$ cat config.mk
export PLATFORM = sky130hd
export DESIGN_NAME = hazard_stall_ctrl
export DESIGN_NICKNAME = d
export VERILOG_FILES = /design/src/rtl/hazard_stall_ctrl.sv
export SDC_FILE = /design/constraint.sdc
export NUM_CORES = 1
export LEC_CHECK = 0
export ABC_CLOCK_PERIOD_IN_PS = 1500
export CORE_UTILIZATION = 42
export CTS_BUF_LIST = sky130_fd_sc_hd__clkbuf_8
export DETAILED_ROUTE_END_ITERATION = 8
export PLACE_DENSITY = 0.79
export SYNTH_ARGS = -nofsm -noshare
export SYNTH_HDL_FRONTEND = slang
export SYNTH_SLANG_ARGS = --single-unit
$ cat constraint.sdc
create_clock -name clock -period 1.5 [get_ports clock]
set_input_delay 0.15 -clock clock [delete_from_list [all_inputs] [get_ports clock]]
set_output_delay 0.15 -clock clock [all_outputs]
set_load 0.1 [all_outputs]
$ cat src/rtl/hazard_stall_ctrl.sv
// Pipeline hazard controller: load-use and multdiv interlocks, branch flush,
// and multi-cycle multdiv issue/writeback sequencing with a watchdog timeout.
module hazard_stall_ctrl #(
  parameter int MD_TIMEOUT = 40,
  parameter int CNT_W      = 8
) (
  input  logic       clock,
  input  logic       reset,
  input  logic [4:0] fd_readRegA,
  input  logic [4:0] fd_readRegB,
  input  logic       fd_usesA,
  input  logic       fd_usesB,
  input  logic [4:0] fd_rd,
  input  logic       fd_writes_rd,
  input  logic       fd_is_md,
  input  logic       dx_is_lw,
  input  logic [4:0] dx_rd,
  input  logic       branch_taken,
  input  logic       multdiv_resultRDY,
  output logic       stall_pc,
  output logic       stall_fd,
  output logic       bubble_dx,
  output logic       flush_fd,
  output logic       md_start,
  output logic       md_wb,
  output logic [4:0] md_rd,
  output logic       md_busy,
  output logic       md_error
);

  typedef enum logic [1:0] {
    IDLE    = 2'd0,
    MD_BUSY = 2'd1,
    MD_DONE = 2'd2
  } state_t;

  localparam logic [CNT_W-1:0] TMO_LAST = CNT_W'(MD_TIMEOUT - 1);

  state_t           r_state;
  logic [4:0]       r_md_rd;
  logic [CNT_W-1:0] r_cnt;
  logic             r_md_error;

  logic w_idle;
  logic w_load_use;
  logic w_md_dep;
  logic w_md_hz;
  logic w_stall;
  logic w_md_start;

  assign w_idle = (r_state == IDLE);

  assign w_load_use = dx_is_lw & (dx_rd != 5'd0) &
                      ((fd_usesA & (fd_readRegA == dx_rd)) |
                       (fd_usesB & (fd_readRegB == dx_rd)));

  // md_rd==0 marks an in-flight op with no architectural destination.
  assign w_md_dep = (r_md_rd != 5'd0) &
                    ((fd_usesA     & (fd_readRegA == r_md_rd)) |
                     (fd_usesB     & (fd_readRegB == r_md_rd)) |
                     (fd_writes_rd & (fd_rd       == r_md_rd)));

  // fd_is_md alone stalls while the single multdiv unit is occupied.
  assign w_md_hz    = ~w_idle & (w_md_dep | fd_is_md);
  assign w_stall    = (w_load_use | w_md_hz) & ~branch_taken;
  assign w_md_start = fd_is_md & w_idle & ~w_load_use & ~branch_taken;

  assign stall_pc  = ~reset & w_stall;
  assign stall_fd  = ~reset & w_stall;
  assign bubble_dx = ~reset & (w_stall | branch_taken);
  assign flush_fd  = ~reset & branch_taken;
  assign md_start  = ~reset & w_md_start;
  assign md_wb     = ~reset & (r_state == MD_DONE);
  assign md_busy   = ~reset & ~w_idle;
  assign md_error  = ~reset & r_md_error;
  assign md_rd     = reset ? 5'd0 : r_md_rd;

  // NOTE: sequential state uses non-blocking assignments so every register
  // samples pre-edge values regardless of statement order.
  always_ff @(posedge clock) begin
    if (reset) begin
      r_state    <= IDLE;
      r_md_rd    <= 5'd0;
      r_cnt      <= '0;
      r_md_error <= 1'b0;
    end else begin
      case (r_state)
        IDLE: begin
          if (w_md_start) begin
            r_md_rd <= fd_writes_rd ? fd_rd : 5'd0;
            r_cnt   <= '0;
            r_state <= MD_BUSY;
          end
        end
        MD_BUSY: begin
          r_cnt <= r_cnt + CNT_W'(1);
          if (multdiv_resultRDY) begin
            r_state <= MD_DONE;
          end else if (r_cnt == TMO_LAST) begin
            r_md_error <= 1'b1;
            r_state    <= IDLE;
          end
        end
        MD_DONE: r_state <= IDLE;
        default: r_state <= IDLE;
      endcase
    end
  end

endmodule

### Yosys cells after proc, flatten, opt, wreduce, memory -nomap -nowiden

Cells that the tools add are included.

* logic and storage cells: 62
* input port bits: 29
* output and inout bits: 13
* register bits: 16

* mux-type cells: 8
* reductions and logical operators: 8
* bitwise operators: 31
* $add $sub $neg: 1
* eq/ne operators: 10

Operators with widths (number)
* $eq 5x5->1: 5
* $and 1x1->1: 20
* $pmux 8 s2: 1
* $mux 5: 2
* $reduce_bool 5->1: 2
* $add 8x1->8 const B: 1
* $eq 8x6->1 const B: 1
* $mux 8: 1
* $mux 2: 3
* $or 1x1->1: 6
* $reduce_and 2->1: 3
* $not 1->1: 5
* $pmux 2 s2: 1
* $ne 3x3->1 const B: 1
* $reduce_and 3->1: 1
* $eq 2x1->1 const B: 1
* $eq 2x2->1 const B: 1
* $logic_not 2->1: 1
* $ne 2x1->1 const B: 1
* $reduce_bool 2->1: 1

### Longest topological paths before layout

* depth after elaboration: 11
* depth in mapped cells: 7
* mapped depth without buffers: 7

### Least setup slack after synthesis

No wires, ideal clock.

* path kind: register -> output
* start: register r_state[0]
* end: output port stall_pc
* setup slack: -2.565 ns
* path buffers: 2
* data required time: 1.350 ns
* cell stages (with the launch flop): 8
* arrival: 3.915 ns
* cells stage by stage: dfxtp_1 -> buf_4 -> nor2_1 -> nor2_1 -> o31a_1 -> a2bb2oi_1 -> nor2_1 -> buf_4

* cells in the longest elaborated chain, start to end: 6

RTL lines
* start, declared: RTL line 39 `state_t r_state;`
* start signal, assigned: RTL line 82 `r_state <= IDLE;`
* start signal, assigned: RTL line 92 `r_state <= MD_BUSY;`
* start signal, assigned: RTL line 98 `r_state <= MD_DONE;`
* $logic_not 2->1: RTL line 51 `assign w_idle = (r_state == IDLE);`
* $not 1->1: RTL line 64 `assign w_md_hz = ~w_idle & (w_md_dep | fd_is_md);`
* $and 1x1->1: RTL line 64
* $or 1x1->1: RTL line 65 `assign w_stall = (w_load_use | w_md_hz) & ~branch_taken;`
* $and 1x1->1: RTL line 65
* $and 1x1->1
* end, declared: RTL line 20 `output logic stall_pc,`

Every way passes these cells.

### Final worst setup path

* start: register r_md_rd[1]
* end: output port stall_pc

* cells in the longest elaborated chain, start to end: 10
* elaborated cells between the ends (all ways): 15
* classes of those cells: 3 x eq/ne; 11 x bitwise; 1 x reduce/logical

RTL lines
* start, declared: RTL line 40 `logic [4:0] r_md_rd;`
* start signal, assigned: RTL line 90 `r_md_rd <= fd_writes_rd ? fd_rd : 5'd0;`
* $eq 5x5->1 (on tied branches): RTL line 59, 60
* $and 1x1->1 (on tied branches): RTL line 59, 60
* $or 1x1->1: RTL line 59 `((fd_usesA & (fd_readRegA == r_md_rd)) |`
* $or 1x1->1: RTL line 60 `(fd_usesB & (fd_readRegB == r_md_rd)) |`
* $and 1x1->1 *: RTL line 58 `assign w_md_dep = (r_md_rd != 5'd0) &`
* $or 1x1->1 *: RTL line 64
* $and 1x1->1 *: RTL line 64
* $or 1x1->1 *: RTL line 65
* $and 1x1->1 *: RTL line 65
* $and 1x1->1 *: RTL line 68 `assign stall_pc = ~reset & w_stall;`

Mark *: on every way between the ends. The rest lies on a longest branch, timed or not.

==> metrics <==
status finished, violations left; failing checks setup timing; total routed wirelength 5640 um; initial antenna violation count 0; Cell Chain, Critical Path buf_6 -> xor2_1 -> nor4_2 -> nand3_1 -> nand3_2 -> a2bb2oi_4 -> nor2_4 -> buf_12; delay-heaviest family, CP simple AND/OR/NAND/NOR gates; DP HPWL 2950 um; Hold WS 0.552 ns; CP arrival 1.93 ns; Leak 0.974 nW; #FFs+latches synth 16; total grt overflow 0; setup violators final 18; commonest non-fill, non-tap cell in the layout buf_4; Clock Tree Buf Depth 2; FFs w/ async S/R, synth 0%; part of the Yosys area used for sequential elements 27.3%; worst r2r path cells 6; Area Growth Syn to Fin 101%; row cnt 18; Yosys cell types 40; CTS tree done; Placed Area 0.00202 mm2; post-route cell area 0.00236 mm2; Slew headroom 74.2%; Clock Skew 0.00107 ns; CP max stage cell dfxtp_2; unrepaired setup endpoints after global routing true; Synthesized Nets 170; Pre-antenna DRT Iters 4; Worst VDD drop 0.000983 V; Hold Path Class reg2reg; Final Power 1.35 mW; worst setup path endpoint stall_pc; Total Routing Usage GR 34.7%; routed len/inst 22.4 um; Filler cells 93; CORE AREA 0.00257 mm2; die area 0.00301 mm2; I/O pin count 42; worst skew pair latency 0.26 ns; post-route setup slack -0.580 ns; share of layout cells above drive strength 1 50.0%; DRC errors left 0; CP max FO 3; hold buffers post-CTS 0; nets@finish 253; GPL Wtd Cong 0.872; Required @ worst endpoint 1.35 ns; Crit path buffers/inverters 2; register area 329 um2; 1st-iter DRT viols 58; Final Hold Viols 0; stages on the worst setup path 8; number of vias per cell 6.10; total CTS buffers 3; Worst-path clk slew 0.07 ns; CP startpoint kind flop; Mapped Area 0.00117 mm2; mean cell area of the mapped netlist 8.39 um2; max-cap viol count 0; share of the synthesized area in the top cell type 27.3%; Pwr per Cell Area 573 mW/mm2; Critical Path Start r_md_rd[1]; first-pass GRT wire length 7000 um; CP endpoint kind primary output; Max Clk Rate 481 MHz; Final Max Slew Viols 0; r2r startpoint r_cnt[2]; Buffers on Ports 41; post-route ant nets 0; synth top area cells dfxtp_1 27%, xnor2_1 10%, xor2_1 8.9%, mux2_1 4.8%, nor2b_1 4.8%; Die Y 54.9 um; Root Buffer clkbuf_8; htree depth 1; CP Class reg2out; vias in the first global route 1438; cells after synthesis 140; largest net degree at the start of global routing 11; period utilization 139%; Max stage delay on crit path 0.34 ns; chip width 54.9 um; fin crit period 2.08 ns; final core utilization 92.1%; Multi-input gate area 0.00107 mm2; via count of the routed design 1538; Starting Density 45.8%; Worst R2R Setup Slack -0.27 ns; post-synth top area cell dfxtp_1; most used flip-flop cell after synthesis dfxtp_1; commonest cells after routing, fill and taps aside 34 x buf_4, 14 x xnor2_1, 13 x buf_12; Post-synth EDFFs 0; clk sinks 16; reg-to-reg endpoint r_cnt[7]; Ys Warns 0; worst-margin pin slew 0.386 ns; antenna cells 0
-- worst min-delay path, cell delays in order (launching register included) --
cell	delay (ns)
dfxtp_1	0.37
nand2b_4	0.09
a21oi_2	0.05
-- registers in the layout, indices dropped and copies added (netlist names) --
name and flops:
r_md_error 1, r_md_rd 5, r_cnt 8, r_state 2
-- worst min path at each step --
stage / from / end / slack (ns) / cells past startpoint
3_3_place_gp: r_cnt[6] / r_cnt[6] / 0.48 / 2
5_1_grt: r_cnt[6] / r_cnt[6] / 0.55 / 2
4_1_cts: r_cnt[6] / r_cnt[6] / 0.51 / 2
3_5_place_dp: r_cnt[6] / r_cnt[6] / 0.50 / 2
6_report: r_cnt[6] / r_cnt[6] / 0.55 / 2
2_1_floorplan: multdiv_resultRDY / r_state[1] / 0.28 / 2
-- Yosys cell counts, types with 2 or more instances --
| cell type | n |
|---|---|
| dfxtp_1 | 16 |
| a22o_1 | 2 |
| nand3_1 | 6 |
| buf_2 | 2 |
| or2_2 | 2 |
| or4_1 | 2 |
| a21oi_1 | 4 |
| nor3b_1 | 2 |
| inv_1 | 3 |
| nor2_1 | 13 |
| xnor2_1 | 14 |
| mux2_1 | 5 |
| nand2b_1 | 5 |
| nor4_1 | 4 |
| buf_4 | 2 |
| xor2_1 | 12 |
| and2_1 | 5 |
| a31oi_1 | 2 |
| nand2_1 | 5 |
| nor3_1 | 3 |
| o22ai_1 | 3 |
| nor2b_1 | 9 |
| nand4_1 | 2 |
-- power breakdown --
| group | total [mW] | internal, mW | switching [mW] |
|---|---|---|---|
| Combinational | 0.508 | 0.248 | 0.260 |
| Sequential | 0.449 | 0.433 | 0.0161 |
| Clock | 0.398 | 0.233 | 0.164 |
| Total | 1.35 | 0.914 | 0.440 |
-- area by class of cell --
type | instances | area share (%)
flip-flops and latches | 16 | 13.9
inverters | 3 | 0.476
multi-input cells | 116 | 45.2
well taps | 30 | 1.59
repair buffers | 83 | 36.5
clock buffers | 4 | 2.33
-- routing by layer --
layer  share of wire (%)  vias to the layer above  track usage [%]
li1                    -                      654                -
met1                  37                      765             35.7
met2                  52                       94             66.3
met3                 8.0                       25             6.56
met4                 3.2                        0             16.3
met5                   0                        -                0
-- repair_timing --
| item | 4_1_cts | 5_1_grt |
|---|---|---|
| gates cloned | 0 | 0 |
| endpoints found under the setup margin | 26 | 19 |
| buffers inserted | 3 | 9 |
| resized for setup | 55 | 20 |
| pin swaps | 20 | 10 |
-- through the flow --
stage               std cells  worst slack [ns]  setup TNS (ns)
global placement          237            -0.612           -9.90
finish                    252            -0.580           -4.55
global route              252            -0.654           -5.68
CTS                       244            -0.514           -2.35
detailed placement        237            -0.688          -11.24
floorplan                 140            -0.743           -3.29
-- kinds of logic (layout without fill, tap and decap cells) --
logic type                 Yosys count  in the layout  synth area share (%)
AOI/OAI and AO/OA                   21             21                  13.7
xor gates and xnor gates            26             26                  19.4
adders and majority gates            1              1                  1.06
buffers and inverters                8             90                  3.41
DFF                                 16             16                  27.3
muxes                                6              6                  5.75
and+or+nand+nor                     62             62                  29.4
(Power assumes the default switching activity.)
